**src/rtl/instr_sequencer.sv**
```systemverilog
// instr_sequencer: multi-cycle fetch/decode/exec/writeback control sequencer
// driving register-file selects, write strobe/data and the ALU opcode.
module instr_sequencer #(
   parameter int              PC_W     = 8,
   parameter logic [PC_W-1:0] RESET_PC = '0
) (
   input  logic            CLK,
   input  logic            RESET,
   input  logic            RUN,
   output logic            IMEM_REQ,
   output logic [PC_W-1:0] IMEM_ADDR,
   input  logic            IMEM_ACK,
   input  logic [15:0]     INSTR,
   input  logic [7:0]      DATA_A,
   input  logic [7:0]      ALU_RESULT,
   output logic [2:0]      SA,
   output logic [2:0]      SB,
   output logic [2:0]      DR,
   output logic            LD,
   output logic [7:0]      D_OUT,
   output logic [2:0]      ALU_OP,
   output logic            HALTED,
   output logic            ILLEGAL
);
   typedef enum logic [2:0] {S_IDLE, S_FETCH, S_DECODE, S_EXEC, S_WB, S_HALT} state_t;

   state_t          r_state, w_next;
   logic [PC_W-1:0] r_pc;
   logic [15:0]     r_ir;
   logic [7:0]      r_res;
   logic [3:0]      w_op;
   logic            w_alu, w_wr, w_jump;

   assign w_op   = r_ir[15:12];
   assign w_alu  = (w_op >= 4'd1) && (w_op <= 4'd5);
   assign w_wr   = w_alu || (w_op == 4'd6) || (w_op == 4'd7);
   assign w_jump = (w_op == 4'd9) || ((w_op == 4'd8) && (DATA_A == 8'h00));

   assign DR        = r_ir[11:9];
   assign SA        = r_ir[8:6];
   assign SB        = r_ir[5:3];
   assign ALU_OP    = w_alu ? 3'(w_op - 4'd1) : 3'd0;
   assign IMEM_REQ  = (r_state == S_FETCH);
   assign IMEM_ADDR = r_pc;
   assign LD        = (r_state == S_WB);
   assign D_OUT     = r_res;
   assign HALTED    = (r_state == S_HALT);
   assign ILLEGAL   = (r_state == S_EXEC) && (w_op >= 4'd10) && (w_op <= 4'd14);

   always_comb begin
      w_next = r_state;
      case (r_state)
         S_IDLE:   w_next = RUN ? S_FETCH : S_IDLE;
         S_FETCH:  w_next = IMEM_ACK ? S_DECODE : S_FETCH;
         S_DECODE: w_next = S_EXEC;
         S_EXEC:   w_next = w_wr ? S_WB : (w_op == 4'd15) ? S_HALT : RUN ? S_FETCH : S_IDLE;
         S_WB:     w_next = RUN ? S_FETCH : S_IDLE;
         S_HALT:   w_next = S_HALT;
         default:  w_next = S_IDLE;
      endcase
   end

   always_ff @(posedge CLK or negedge RESET) begin
      if (!RESET) begin
         r_state <= S_IDLE;
         r_pc    <= RESET_PC;
         r_ir    <= '0;
         r_res   <= '0;
      end else begin
         r_state <= w_next;
         if (r_state == S_FETCH && IMEM_ACK) begin
            r_ir <= INSTR;
            r_pc <= r_pc + PC_W'(1);
         end
         // taken branch target replaces the PC already advanced in FETCH
         if (r_state == S_EXEC) begin
            if (w_wr) r_res <= w_alu ? ALU_RESULT : (w_op == 4'd6) ? r_ir[7:0] : DATA_A;
            if (w_jump) r_pc <= PC_W'(r_ir[7:0]);
         end
      end
   end
endmodule

```
**config.mk**
```make
export PLATFORM = sky130hd
export DESIGN_NAME = instr_sequencer
export DESIGN_NICKNAME = d
export VERILOG_FILES = /design/src/rtl/instr_sequencer.sv
export SDC_FILE = /design/constraint.sdc
export NUM_CORES = 1
export LEC_CHECK = 0
export CAP_MARGIN = 20
export CORE_MARGIN = 2
export CORE_UTILIZATION = 45
export CTS_BUF_LIST = sky130_fd_sc_hd__clkbuf_8
export DETAILED_ROUTE_END_ITERATION = 6
export DONT_BUFFER_PORTS = 1
export PLACE_DENSITY = 0.61
export SYNTH_ARGS = -nofsm -noshare
export SYNTH_HDL_FRONTEND = slang
export SYNTH_SLANG_ARGS = --single-unit
```
**constraint.sdc**
```tcl
create_clock -name CLK -period 2.5 [get_ports CLK]
set_input_delay 0.5 -clock CLK [delete_from_list [all_inputs] [get_ports CLK]]
set_output_delay 0.5 -clock CLK [all_outputs]
set_load 0.03 [all_outputs]
```
== After elaboration in Yosys (flattened, before gate mapping) ==
Cells that the tools add are included.
Storage, ports and cells
  memory bits (read-only): 0
  bits in writable memories: 0
  output and inout port bits: 32
  latch bits: 0
  flip-flop bits (word level): 35
  memories kept: 0
  logic and storage cells: 43
Operators by class
  reductions and logical operators: 12
  $add $sub $neg: 2
  magnitude comparators: 4
  bitwise operators: 0
  eq/ne operators: 10
  multiply operators: 0
  muxes and demuxes: 11
  shift operators: 0
  divide/modulo/power cells: 0
Operator list (number)
  two-way mux 8 bit: 5
  one-hot mux 3 bit (5 select lines): 1
  == test 4 bit, second input constant: 3
  two-way mux 3 bit: 3
  adder 8 x 1 -> 8 bit, second input constant: 1
  == test 4 x 3 -> 1 bit, second input constant: 2
  zero test 8 bit: 1
  == test 3 x 2 -> 1 bit, second input constant: 2
  == test 3 bit, second input constant: 2
  logical AND 1 bit: 5
  >= comparator 4 x 1 -> 1 bit, second input constant: 1
  >= comparator 4 bit, second input constant: 1
  <= comparator 4 x 3 -> 1 bit, second input constant: 1
  <= comparator 4 bit, second input constant: 1
  == test 3 x 1 -> 1 bit, second input constant: 1
  zero test 3 bit: 1
  logical OR 1 bit: 3
  subtractor 3 x 1 -> 3 bit, second input constant: 1
  two-way mux 2 bit: 1
  AND reduction 2 bit: 1
  OR reduction 2 bit: 1
  two-way mux 1 bit: 1

== Logic depth before layout (Yosys ltp) ==
Gate-level depths: netlist of the first run.
  depth after elaboration: 6
  depth in mapped cells: 7

== Least setup slack after synthesis of the first run ==
Ideal clock, no wire load.
  path kind: flip-flop to output port
  start: register r_state[2]
  end: output ILLEGAL
  setup slack: 359 ps
  buffers on the path: 0
  data required time: 2000 ps
  data arrival time: 1641 ps
  stages on the path, launching flop included: 4
  path through: dfrtp_1 -> and2b_1 -> nand3_1 -> a311oi_1
Between the ends
  longest elaborated chain between the ends: 3
RTL lines
  start: declaration: line 27  | state_t r_state, w_next;
  start signal: assignment: line 70  | r_state <= w_next;
  == test 3 x 2 -> 1 bit: line 48  | assign ILLEGAL = (r_state == S_EXEC) && (w_op >= 4'd10) && (w_op <= 4'd14);
  logical AND 1 bit (2 in series): line 48
  end: declaration: line 23  | output logic ILLEGAL
Every way passes these cells.

== Worst setup path in the final report of the first run ==
  start: register r_ir[12]
  end: output ALU_OP[2]
Between the ends
  longest elaborated chain between the ends: 3
RTL lines
  start: declaration: line 29  | logic [15:0] r_ir;
  start signal: assignment: line 67  | r_ir <= '0;
  start signal: assignment: line 72  | r_ir <= INSTR;
  >= comparator 4 x 1 -> 1 bit / <= comparator 4 x 3 -> 1 bit (equally long branches): line 35  | assign w_alu = (w_op >= 4'd1) && (w_op <= 4'd5);
  logical AND 1 bit: line 35
  two-way mux 3 bit (*): line 42  | assign ALU_OP = w_alu ? 3'(w_op - 4'd1) : 3'd0;
  end: declaration: line 21  | output logic [2:0] ALU_OP,
Every way passes the cells marked *; elsewhere a longest branch is shown, timed or not.

==> results of run 1 <==
==> path summary, 6_finish.rpt <==
path / from / end / slack (ns) / depth (start not counted)
setup / recovery: r_ir[12] / ALU_OP[2] / 0.17 / 7
setup reg to reg: r_ir[12] / IMEM_ADDR[6] / 0.33 / 6
hold reg to reg: r_ir[0] / r_ir[0] / 0.53 / 2
min in group CLK: INSTR[15] / r_ir[15] / 0.31 / 2
hold / removal: RESET / IMEM_ADDR[2] / 0.03 / 1
max in group asynchronous: RESET / D_OUT[0] / 2.28 / 1
==> per-layer routing <==
metal	vias to the layer above	wire [µm]	track usage (%)
li1	650	-	-
met1	661	1820	23.7
met2	69	2050	27.7
met3	4	508	9.00
met4	0	31	5.87
met5	-	0	0
==> kinds of logic after synthesis <==
| logic type | after synthesis | share of synthesized area [%] |
|---|---|---|
| XOR/XNOR | 8 | 3.42 |
| adder cells (fa/ha/maj) | 6 | 3.67 |
| buffers and inverters | 20 | 5.93 |
| AND/OR/NAND/NOR | 82 | 20.7 |
| flip-flops | 35 | 42.8 |
| AO/OA/AOI/OAI | 13 | 4.46 |
| multiplexers | 32 | 19.1 |
==> layout make-up <==
type / count / area [µm²]
well taps: 52 / 65.1
clock inverters: 2 / 35.0
flip-flops and latches: 35 / 876
multi-input cells: 141 / 1070
repair buffers: 10 / 87.6
inverters: 2 / 7.51
fillers: 409 / 2160
clock buffers: 6 / 82.6
==> metrics by stage <==
step	power, mW	area (µm²)	hold slack (ns)	cells	setup slack, ns
after floorplan	2.63	2050	0.204	196	0.359
after global placement	2.83	2080	0.206	239	0.455
after detailed placement	2.89	2080	0.205	239	0.357
after CTS	3.44	2220	0.0346	248	0.157
after global routing	3.64	2220	0.0292	248	0.0167
final	3.42	2220	0.0340	248	0.175
==> cell usage after synthesis, types with 3 or more instances <==
master	count	area [µm²]
o21ai_1	3	15.0
nand3_1	3	15.0
buf_4	9	67.6
mux2_4	8	120
nor3_1	3	15.0
xnor2_1	8	70.1
ha_1	6	75.1
nand2_1	52	195
dfrtp_1	35	876
nor2_1	5	18.8
clkbuf_1	4	15.0
mux2_2	18	203
buf_2	4	20.0
mux2_1	6	67.6
==> flip-flops by register name, summed over array words and instances, names as in the netlist <==
name,count
D_OUT,8
IMEM_ADDR,8
r_ir,16
r_state,3
==> worst max-delay path, cell delays in order (launching register included) <==
cell,delay (ns)
dfrtp_1,0.42
inv_1,0.12
ha_1,0.26
xnor2_1,0.22
o21bai_1,0.09
buf_4,0.18
nor2_1,0.10
buf_4,0.16
==> power by group <==
group	internal, mW	switching, mW
Sequential	0.824	0.720
Combinational	0.674	0.666
Clock	0.323	0.208
==> repair_timing <==
item                                   4_1_cts  5_1_grt
setup endpoints to repair                    0        0
hold buffers                                 1        0
endpoints found under the hold margin       35        0
buffers inserted                             0        0
==> cell usage in the layout, fill, tap and decap left out, types with 3 or more instances in the layout <==
| master | Yosys | layout |
|---|---|---|
| o21ai_1 | 3 | 3 |
| mux2_2 | 18 | 18 |
| dfrtp_1 | 35 | 35 |
| nor2_1 | 5 | 5 |
| nand2_1 | 52 | 52 |
| mux2_4 | 8 | 8 |
| xnor2_1 | 8 | 8 |
| nor3_1 | 3 | 3 |
| nand3_1 | 3 | 3 |
| mux2_1 | 6 | 6 |
| clkbuf_8 | 0 | 6 |
| ha_1 | 6 | 6 |
| buf_4 | 9 | 9 |
==> metrics.md, run 1 <==
| Metric | Value |
|---|---|
| Antenna viol nets, final | `0` |
| Fmax | `about 0.43 GHz` |
| Post-CTS Resized | `0` |
| Max VDD drop | `just under 0.9 mV` |
| Layout cells sized above 1 | `~26%` |
| EDFF count, synth | `0` |
| Warnings, synthesis | `0` |
| Initial Util | `between 40% and 50%` |
| Grt total ovfl | `0` |
| Antenna violations before repair | `0` |
| Worst-path clk slew | `0.08 ns` |
| CP max FO | `11` |
| Critical path arrival | `about 1.8 ns` |
| Seq/Total Area, Yosys | `42.8%` |
| Total GRT Usage | `around 18%` |
| DRC errors left | `0` |
| Avg Vias per Cell | `about 5.6` |
| Core area | `about 4400 µm²` |
| RSZ-0062 raised after global routing | `false` |
| Row cnt | `24` |
| Relative slew slack | `between 60% and 70%` |
| Req. time, crit path | `about 2.0 ns` |
| Wire per inst | `~18 µm` |
| Initial DRT Pass Iterations | `4` |
| Final slew viol count | `0` |
| Fin Setup TNS | `0 ns` |
| Power Density | `between 1500 and 2000 nW/µm²` |
| Ports | `between 60 and 70` |
| Worst hold path type | `in -> async` |
| Syn nets | `238` |
| DRT Wirelength | `4400 µm` |
| Period Utilization, post-route | `93.0%` |
| Worst-margin pin slew | `0.576 ns` |
| Asr flop ratio synth | `100%` |
| Worst Clk Skew | `~0.0095 ns` |
| Routed vias | `1384` |
| Largest net degree at the start of global routing | `36` |
| Die area | `roughly 5100 µm²` |
| Root buffer cell | `clkbuf_8` |
| N_diodes | `0` |
| WS Path Type | `reg -> out` |
| Post-synth cell types | `39` |
| Main synth FF type | `dfrtp_1` |
| GP Congestion | `about 0.83` |
| Synthesized instance count | `a little under 200` |
| Final worst path period need | `2.33 ns` |
| DR iter-0 viols | `88` |
| Final Hold Vio Count | `0` |
| Chip width | `71.5 µm` |
| Startpoint class of the critical path | `register` |
| Yosys reg bits | `35` |
| Max clock buf depth | `2` |
| CP Capture Type | `primary output` |
| Setup-failing EPs final | `0` |
| Max-cap violation count | `0` |
| P_leak | `slightly above 1 nW` |
| Vias in the first global route | `1411` |
| H-tree depth | `2` |
| PortBufs | `0` |
| Clock latency on the worst-skew pair | `between 0.2 and 0.3 ns` |
| Final core occ | `between 50% and 60%` |
| CTS tree | `yes` |
| Net count reported at finish | `around 240` |
| Average size of a mapped cell | `~10 µm²` |
| TritonCTS buffer count | `5` |
| Area Overhead vs Synth | `8.37%` |
| First-pass GRT wire length | `about 7000 µm` |
| Dpl hpwl | `3400 µm` |
| Sink Count | `35` |
| Status | `complete, no violations` |
| Netlist Area Pre-Place | `2050 µm²` |
| Die height | `between 70 and 80 µm` |
Power figures use the tool's default switching activity.
==> run 2, diff against run 1 <==
--- a/config.mk
+++ b/config.mk
@@ -15,3 +15,4 @@
 export SYNTH_ARGS = -nofsm -noshare
 export SYNTH_HDL_FRONTEND = slang
 export SYNTH_SLANG_ARGS = --single-unit
+export TNS_END_PERCENT = 1
==> results of run 2 <==
The final DEF is identical to that of run 1; final timing and power are the same.
==> run 3, diff against run 2 <==
--- a/config.mk
+++ b/config.mk
@@ -5,13 +5,14 @@
 export SDC_FILE = /design/constraint.sdc
 export NUM_CORES = 1
 export LEC_CHECK = 0
+export ABC_AREA = 1
 export CAP_MARGIN = 20
 export CORE_MARGIN = 2
-export CORE_UTILIZATION = 45
+export CORE_UTILIZATION = 39
 export CTS_BUF_LIST = sky130_fd_sc_hd__clkbuf_8
 export DETAILED_ROUTE_END_ITERATION = 6
 export DONT_BUFFER_PORTS = 1
-export PLACE_DENSITY = 0.61
+export PLACE_DENSITY = 0.54
 export SYNTH_ARGS = -nofsm -noshare
 export SYNTH_HDL_FRONTEND = slang
 export SYNTH_SLANG_ARGS = --single-unit
==> run 3 against run 2 <==
Via count grew 28%. Global-route usage down 0.35 points. Die area grew 19%. Total power down 4.7%. Setup slack better by 0.038 ns. Cell count increased by 49%. Largest power group unchanged. Register-to-register slack improved by 0.38 ns. Utilization down 6.9 points. Clock skew rose by 0.00094 ns. Sequential share of layout area down 0.74 points. Critical path type unchanged. Sequential power down 3%. Clock power fell by 14%.
==> metrics.md, run 3 <==
| Metric | Value |
|---|---|
| Status | `complete, no violations` |
| CTS tree | `yes` |
| Avg Vias per Cell | `roughly 4.8` |
| Post-route cell area | `around 2300 µm²` |
| Clock latency on the worst-skew pair | `about 0.3 ns` |
| Initial DRT Pass Iterations | `4` |
| Wire per inst | `between 10 and 15 µm` |
| Die area | `6060 µm²` |
| GP Congestion | `0.777` |
| Sink Count | `35` |
| Cell family with most CP delay | `buffers and inverters` |
| Post-CTS setup buffers | `0` |
| Warnings, synthesis | `0` |
| Yosys reg bits | `35` |
| Fin Setup TNS | `0 ns` |
| Net count reported at finish | `~340` |
| Critical Path, Cell by Cell | `inv_1 -> ha_1 -> inv_1 -> nand2_1 -> nand3_1 -> nand2_4 -> inv_4 -> nand3_1 -> inv_2` |
| Commonest non-fill, non-tap cells in the layout | `147 x nand2_1, 35 x dfrtp_1, 27 x nand3_1` |
| Worst hold path type | `in -> async` |
| N_diodes | `0` |
| Root buffer cell | `clkbuf_8` |
| Post-synth cell types | `26` |
| R2R depth | `8` |
| Antenna viol nets, final | `0` |
| Worst Setup SP | `r_ir[12]` |
| Synth top area cells | `dfrtp_1 41%, nand2_1 26%, nand3_1 6.4%` |
| Synthesized instance count | `301` |
| WP buf/inv | `4` |
| WS Path Type | `reg -> out` |
| Fmax | `~0.44 GHz` |
| Layout cells sized above 1 | `9.33%` |
| PortBufs | `0` |
| P_leak | `roughly 1.3 nW` |
| Largest Register | `r_ir` |
| Post-synth top cells | `147 x nand2_1, 35 x dfrtp_1, 27 x inv_1, 27 x nand3_1, 12 x nor2_1` |
| Period Utilization, post-route | `91.5%` |
| Die height | `between 70 and 80 µm` |
| Dpl hpwl | `approximately 3800 µm` |
| CP Capture Type | `primary output` |
| Placed cell areas | `approximately 2100 µm²` |
| Ports | `between 60 and 70` |
| Startpoint class of the critical path | `register` |
| Seq/Total Area, Yosys | `between 40% and 50%` |
| Netlist Area Pre-Place | `2130 µm²` |
| Grt total ovfl | `0` |
| Slowest stage cell on the critical path | `dfrtp_1` |
| Commonest non-fill, non-tap cell in the layout | `nand2_1` |
| Initial Util | `between 40% and 50%` |
| Max VDD drop | `0.611 mV` |
| Worst-margin pin slew | `roughly 0.6 ns` |
| DRC errors left | `0` |
| Max clock buf depth | `2` |
| Number of fillers in the final layout | `between 500 and 600` |
| Main synth FF type | `dfrtp_1` |
| Relative slew slack | `about three fifths` |
| Reg2reg setup slack | `~0.7 ns` |
| EDFF count, synth | `0` |
| DR iter-0 viols | `46` |
| Hold_ws | `roughly 0.029 ns` |
| Crit path to | `ALU_OP[2]` |
| Area Overhead vs Synth | `6.42%` |
| Cell with the most instances after synthesis | `nand2_1` |
| Setup-failing EPs final | `0` |
| R2r endpoint | `IMEM_ADDR[1]` |
| Slowest stage delay, CP | `approximately 0.42 ns` |
| Critical path arrival | `1.79 ns` |
| DRT Wirelength | `~5100 µm` |
| Final slew viol count | `0` |
| Final Hold Vio Count | `0` |
| Share of Yosys cell area claimed by the top area cell type | `around two fifths` |
| Worst Clk Skew | `~0.010 ns` |
| H-tree depth | `2` |
| Worst path depth | `9` |
| Cell accounting for the most synthesized area | `dfrtp_1` |
| Max FFs per register | `16` |
| Asr flop ratio synth | `100%` |
| Power Density | `around 1400 nW/µm²` |
| Chip width | `77.8 µm` |
| Largest net degree at the start of global routing | `36` |
| Row cnt | `26` |
| First-pass GRT wire length | `roughly 8700 µm` |
| Core area | `5170 µm²` |
| TritonCTS buffer count | `5` |
| Req. time, crit path | `approximately 2 ns` |
| Antenna violations before repair | `0` |
| CP max FO | `13` |
| Total GRT Usage | `between 10% and 20%` |
| Worst-path clk slew | `about 0.08 ns` |
| Max-cap violation count | `0` |
| Final worst path period need | `approximately 2.3 ns` |
| Routed vias | `about 1800` |
| Vias in the first global route | `approximately 1800` |
| Average size of a mapped cell | `7.06 µm²` |
| R2r startpoint | `r_state[2]` |
| Syn nets | `343` |
| RSZ-0062 raised after global routing | `false` |
## run 3: where the power goes
group          internal, mW  switching, mW
Clock                 0.225          0.230
Sequential            0.825          0.665
Combinational         0.414          0.895
Total                  1.46           1.79
## run 3: cells by family after synthesis
group | after synthesis | share of synthesized area [%]
simple gates | 203 | 41.5
buf+inv | 45 | 10.5
flops | 35 | 41.2
compound gates | 12 | 3.24
fa+ha+maj | 6 | 3.53
## run 3: per-layer routing
| layer | global-route usage [%] | part of all wire, % | vias to the layer above |
|---|---|---|---|
| li1 | - | - | 916 |
| met1 | 21.3 | 43 | 805 |
| met2 | 29.8 | 47 | 46 |
| met3 | 7.67 | 8.7 | 7 |
| met4 | 5.89 | 1.3 | 0 |
| met5 | 0 | 0 | - |
## run 3: cell type report
type,instances,area [µm²],share of cell area (%)
Sequential cell,35,876,38.7
Inverter,31,119,5.25
Timing Repair Buffer,5,50.0,2.21
Clock buffer,6,82.6,3.65
Tap cell,70,87.6,3.87
Multi-Input combinational cell,221,1030,45.6
Clock inverter,2,16.3,0.719
## run 3: worst min-delay path by stage
stage                     start           end  slack, ns  cells after the start
after floorplan           RESET      D_OUT[0]       0.20                      0
after global placement    RESET  IMEM_ADDR[4]       0.21                      0
after detailed placement  RESET  IMEM_ADDR[4]       0.21                      0
after CTS                 RESET      D_OUT[4]       0.03                      1
after global routing      RESET      D_OUT[0]       0.04                      1
final                     RESET  IMEM_ADDR[0]       0.03                      1
## run 3: through the flow
| step | worst slack, ns | utilization, % | total power [mW] | std cells |
|---|---|---|---|---|
| after detailed placement | 0.388 | 41.3 | 2.78 | 361 |
| after floorplan | 0.506 | - | 2.59 | 301 |
| after global routing | 0.0496 | 43.7 | 3.55 | 370 |
| after global placement | 0.439 | 41.3 | 2.77 | 361 |
| final | 0.213 | 43.7 | 3.25 | 370 |
| after CTS | 0.0581 | 43.6 | 3.26 | 370 |
## run 3: repair_timing
action	in CTS	in global routing
resized for setup	0	3
endpoints found under the hold margin	35	0
setup endpoints to repair	0	1
hold buffers	1	0
==> patch 1 (flow settings as in run 1) <==
Re-encode `state_t` (6 states) as one-hot, 6 bits wide.
--- a/src/rtl/instr_sequencer.sv
+++ b/src/rtl/instr_sequencer.sv
@@ -22,7 +22,7 @@
    output logic            HALTED,
    output logic            ILLEGAL
 );
-   typedef enum logic [2:0] {S_IDLE, S_FETCH, S_DECODE, S_EXEC, S_WB, S_HALT} state_t;
+   typedef enum logic [5:0] {S_IDLE = 6'b000001, S_FETCH = 6'b000010, S_DECODE = 6'b000100, S_EXEC = 6'b001000, S_WB = 6'b010000, S_HALT = 6'b100000} state_t;
 
    state_t          r_state, w_next;
    logic [PC_W-1:0] r_pc;
Formal check against the unedited RTL: no difference found for any inputs over 10 cycles, from zero or initial values and one cycle with RESET low; not proved beyond that.
==> patch 1 against run 1 <==
Total power shrank 7.8%; global-route usage grew 0.13 points; setup slack lost 0.067 ns; via count grew 3.3%; synthesized area grew 10%; final area grew 10%; maximum frequency shrank 2.8%; sequential cell count grew 3; worst hold slack gained 0.0017 ns; sequential share of layout area shrank 0.61 points; synthesized cell count shrank 6.1%; wire length grew 6.6%; core utilization grew 0.59 points; largest cell class unchanged; highest routed layer unchanged.
==> patch 1: results (changes against run 1) <==
Synth
  – Synth cell count leaders: dfrtp_1, mux2_2, buf_4
  – Proportion of synthesized area in mux cells: 0.248 (+0.0577)
  – Synth top area cells: dfrtp_1, mux2_2, mux2_4
  – Syn nets: 226 (-5.0%)
  – Asr flop ratio synth: 1.00 (unchanged)
  – Sequential share of the synthesized area: 0.423 (-0.00483)
  – Synth Area in XOR/XNOR: 0.0350 (+0.000791)
  – Adder-cell share of the synthesized area: 0.0333 (-0.00332)
  – Synth Area in Compound Gates: 0.0450 (+0.000406)

Worst setup path
  – CP peak stage delay: 0.48 ns (+0.06 ns)
  – CP delay by family, top: simple AND/OR/NAND/NOR gates
  – RR Endpoint: r_ir[8]
  – Reg2reg start: r_state[4]
  – Critical Path AT: 1.89 ns (+0.06 ns)
  – R2R depth: 4 (-2)
  – CP max FO: 6 (-5)

Routing
  – DR iter-0 viols: 45 (-49%)
  – DRT Pass-1 Iters: 4 (unchanged)
  – Final WL: 4700 µm (+6.6%)
  – Routed vias/inst: 5.59 (about the same)

Global route
  – Largest net degree at the start of global routing: 38 (+5.6%)
  – Vias in the first global route: 1539 (+9.1%)
  – Gr usage total: 0.186 (+0.00133)
  – Global-route wire length before repair: 7600 µm (+6.8%)

Outcome
  – Status: finished, final reports clean

Place
  – Post-DP HPWL: 3540 µm (+4.1%)
  – Final Wtd Congestion: 0.873 (+5.1%)

Cells and area
  – Share of layout cells above drive strength 1: 0.381 (+0.126)

STA
  – Slew margin rel.: 0.574 (-0.0410)
  – Clock Skew: 0.00837 ns (-0.00111 ns)

Power
  – Leak Pwr: 1.07 nW (+3.5%)
  – Maximum vdd drop: 0.823 mV (-7.2%)

Floorplanning
  – Initial Util: 0.471 (+0.00341)
[patch 1: repair_timing]
item	4_1_cts	5_1_grt
setup endpoints to repair	0	4
setup buffers	0	1
resized for setup	0	2
hold buffers	1	0
hold endpoints to repair	37	0
[patch 1: logic make-up (layout without fill, tap and decap cells)]
family	count (synthesis)	in the layout
AO/OA/AOI/OAI	14	14
XOR/XNOR	9	9
adder cells (fa/ha/maj)	6	6
buffers and inverters	20	25
flip-flops	38	38
multiplexers	47	47
AND/OR/NAND/NOR	50	50
[patch 1: how the worst max path moves through the flow]
| stage | start | end | slack (ns) | cells after the start |
|---|---|---|---|---|
| global placement | r_ir[12] | IMEM_ADDR[3] | 0.37 | 6 |
| detailed placement | r_state[4] | r_ir[8] | 0.34 | 4 |
| CTS | r_state[1] | ILLEGAL | 0.02 | 4 |
| floorplan | r_state[1] | ILLEGAL | 0.16 | 3 |
| finish | r_state[1] | ILLEGAL | 0.11 | 4 |
| global route | r_ir[13] | ALU_OP[1] | -0.05 | 7 |
[patch 1: area by class of cell]
class                      instances  area [µm²]
clock inverter                     3        40.0
inverter                           5        18.8
sequential                        38         952
tap                               67        83.8
clock buffer                       5        68.8
fill                             435        2330
timing repair buffer              12         103
multi-input combinational        126        1180
[patch 1: stage by stage]
stage               hold slack (ns)  setup WS (ns)  instance area (µm²)  TNS, ns  cells
global placement              0.205          0.372                 2300        0    246
detailed placement            0.205          0.337                 2300        0    246
finish                       0.0357          0.108                 2450        0    256
global route                 0.0291        -0.0504                 2450   -0.134    256
floorplan                     0.204          0.164                 2250        0    184
CTS                          0.0351         0.0179                 2430        0    255
[patch 1: where the power goes]
group	leakage [nW]	switching, mW	internal (mW)
combinational	0.524	0.545	0.612
clock	0.0579	0.226	0.294
sequential	0.490	0.622	0.850
total	1.07	1.39	1.76
[patch 1: routing by layer]
| metal | track usage | wire [µm] | part of all wire |
|---|---|---|---|
| met1 | 0.236 | 2010 | 0.43 |
| met2 | 0.303 | 2260 | 0.48 |
| met3 | 0.0589 | 360 | 0.077 |
| met4 | 0.0655 | 67 | 0.014 |
| met5 | 0 | 0 | 0 |
==> patch 2 (config.mk and constraints of run 1) <==
Made on the original files. The parameter `PC_W` goes from 8 to 12.
--- a/src/rtl/instr_sequencer.sv
+++ b/src/rtl/instr_sequencer.sv
@@ -1,7 +1,7 @@
 // instr_sequencer: multi-cycle fetch/decode/exec/writeback control sequencer
 // driving register-file selects, write strobe/data and the ALU opcode.
 module instr_sequencer #(
-   parameter int              PC_W     = 8,
+   parameter int              PC_W     = 12,
    parameter logic [PC_W-1:0] RESET_PC = '0
 ) (
    input  logic            CLK,
Ports: changed (resized IMEM_ADDR); port bits go from 68 to 72. The function was not compared with the original's and may differ.
==> patch 2 against run 1 <==
Sequential power up 6%; die area grew 7.0%; critical endpoint is now ALU_OP[0]; global-route usage rose by 0.49 points; worst hold slack better by 0.010 ns; setup slack gained 0.014 ns; register-to-register slack better by 0.04 ns; wire length up 8.2%; clock power is 13% lower; synthesized area up 7.5%; total power is 2.6% lower; final area rose by 6.7%; sequential cell count rose by 4; via count rose by 7.4%.
==> patch 2: results (changes against run 1) <==
Clocking
  – CTS H-tree lvls: 2 (unchanged)
  – CTS clock-pin slew for the worst setup and hold paths: 0.07 ns
  – Post-CTS sizing: 0 (unchanged)
  – Clock buffer depth: 2 (unchanged)
  – Root Driver: clkbuf_8
  – Total CTS buffers: 5 (unchanged)

Global route
  – Global-route wire length before repair: 7720 µm (+8.4%)
  – Gr usage total: 0.190 (+0.00492)
  – Antenna violations before repair: 0 (unchanged)
  – Largest net degree at the start of global routing: 40 (+11%)
  – Vias in the first global route: 1565 (+11%)

Place
  – Post-DP HPWL: 3470 µm (+2.1%)
  – Post-DP Area: 2250 µm² (+8.0%)
  – Final Wtd Congestion: 0.782 (-5.8%)
  – Placed cell count: 276 (+15%)
  – Port bufs: 0 (unchanged)

Worst setup path
  – Critical Path AT: 1.81 ns (-0.02 ns)
  – Worst setup path endpoint: ALU_OP[0]
  – R2R depth: 6 (unchanged)
  – RR Endpoint: r_state[2]
  – CP max FO: 11 (unchanged)
  – Flop2flop setup slack: 0.37 ns (+0.04 ns)
  – Setup crit start: r_ir[12]

Routing
  – DRT Pass-1 Iters: 4 (unchanged)
  – Via count: 1487 (+7.4%)
  – Final WL: 4770 µm (+8.2%)
  – Drt wl/cell: 16.7 µm (-5.8%)
  – DR iter-0 viols: 71 (-19%)

Synth
  – Avg Cell Area, Syn: 10.1 µm² (-3.4%)
  – Asr flop ratio synth: 1.00 (unchanged)
  – Synth top area cells: dfrtp_1, mux2_2, nand2_1
  – Yosys warns: 0 (unchanged)
  – Synth cell count leaders: nand2_1, dfrtp_1, mux2_2
  – Sequential share of the synthesized area: 0.443 (+0.0158)
  – Synth unique cells: 39 (unchanged)

Outcome
  – Status: finished, final reports clean

Power
  – Maximum vdd drop: 0.662 mV (-25%)
  – Leak Pwr: 1.07 nW (+3.8%)
  – Psw: 1.59 mW (-0.40%)

Cells and area
  – Layout Nets: 259 (+9.3%)
  – Largest reg by FF count: r_ir
  – Antenna diode count: 0 (unchanged)
  – Share of layout cells above drive strength 1: 0.229 (-0.0257)

STA
  – Fmax: 0.433 GHz (+0.59%)
  – Slew margin rel.: 0.610 (-0.00493)
  – Clock Skew: 0.00300 ns (-0.00648 ns)

Min path
  – Worst hold path type: input port to async pin
-- patch 2: cell count changes in the layout (fill, tap and decap cells not counted), sizes merged, moves of 2 or more --
| cell | run 1 | this run |
|---|---|---|
| inv | 2 | 6 |
| nor2 | 5 | 12 |
| nand2 | 52 | 49 |
| dfrtp | 35 | 39 |
| xor2 | 0 | 3 |
| and3 | 2 | 0 |
| nor4 | 0 | 4 |
| nand3b | 2 | 4 |
| nor3 | 5 | 8 |
| nor2b | 1 | 3 |
-- patch 2: power groups by stage --
| stage | registers, mW | logic (mW) | clock network (mW) |
|---|---|---|---|
| finish | 1.63 | 1.23 | 0.462 |
| global route | 1.68 | 1.39 | 0.507 |
| CTS | 1.64 | 1.25 | 0.481 |
| detailed placement | 1.65 | 1.23 | 0 |
| global placement | 1.64 | 1.22 | 0 |
| floorplan | 1.34 | 1.29 | 0 |
-- patch 2: cell type report --
class | count | area [µm²]
Sequential cell | 39 | 976
Clock buffer | 7 | 96.3
Fill cell | 432 | 2350
Tap cell | 67 | 83.8
Clock inverter | 1 | 3.75
Multi-Input combinational cell | 156 | 1100
Timing Repair Buffer | 10 | 87.6
Inverter | 5 | 18.8
-- patch 2: cell families (layout without fill, tap and decap cells) --
kind of cell	Yosys count	in the layout	share of synthesized area
flops	39	39	0.443
simple gates	94	94	0.213
fa+ha+maj	6	6	0.0341
mux	32	32	0.163
buf+inv	23	23	0.0625
compound gates	12	12	0.0358
xor+xnor	12	12	0.0478
-- patch 2: worst min path at each step --
stage               startpoint       endpoint  slack (ns)  cells past startpoint
floorplan                RESET       D_OUT[0]        0.20                      0
global placement         RESET  IMEM_ADDR[11]        0.21                      0
detailed placement       RESET  IMEM_ADDR[11]        0.21                      0
CTS                      RESET        r_ir[5]        0.05                      1
global route             RESET  IMEM_ADDR[10]        0.05                      1
finish                   RESET  IMEM_ADDR[11]        0.04                      1
-- patch 2: routing by layer --
layer	vias up	global-route usage	wire [µm]
met4	0	0.0667	65
met1	700	0.240	2130
met2	48	0.287	2120
met3	8	0.0894	442
li1	731	-	-
met5	-	0	0
-- patch 2: worst max-delay path, cell delays in order, from the launching register on --
cell and delay [ns]:
dfrtp_1 0.42, inv_1 0.11, ha_1 0.25, xnor2_1 0.21, o21bai_1 0.09, buf_4 0.18
nor2_1 0.10, buf_4 0.17
-- patch 2: what timing repair did --
| action | CTS | global route |
|---|---|---|
| setup buffers | 0 | 0 |
| endpoints found under the setup margin | 0 | 0 |
| hold endpoints to repair | 39 | 0 |
| hold buffers | 1 | 0 |
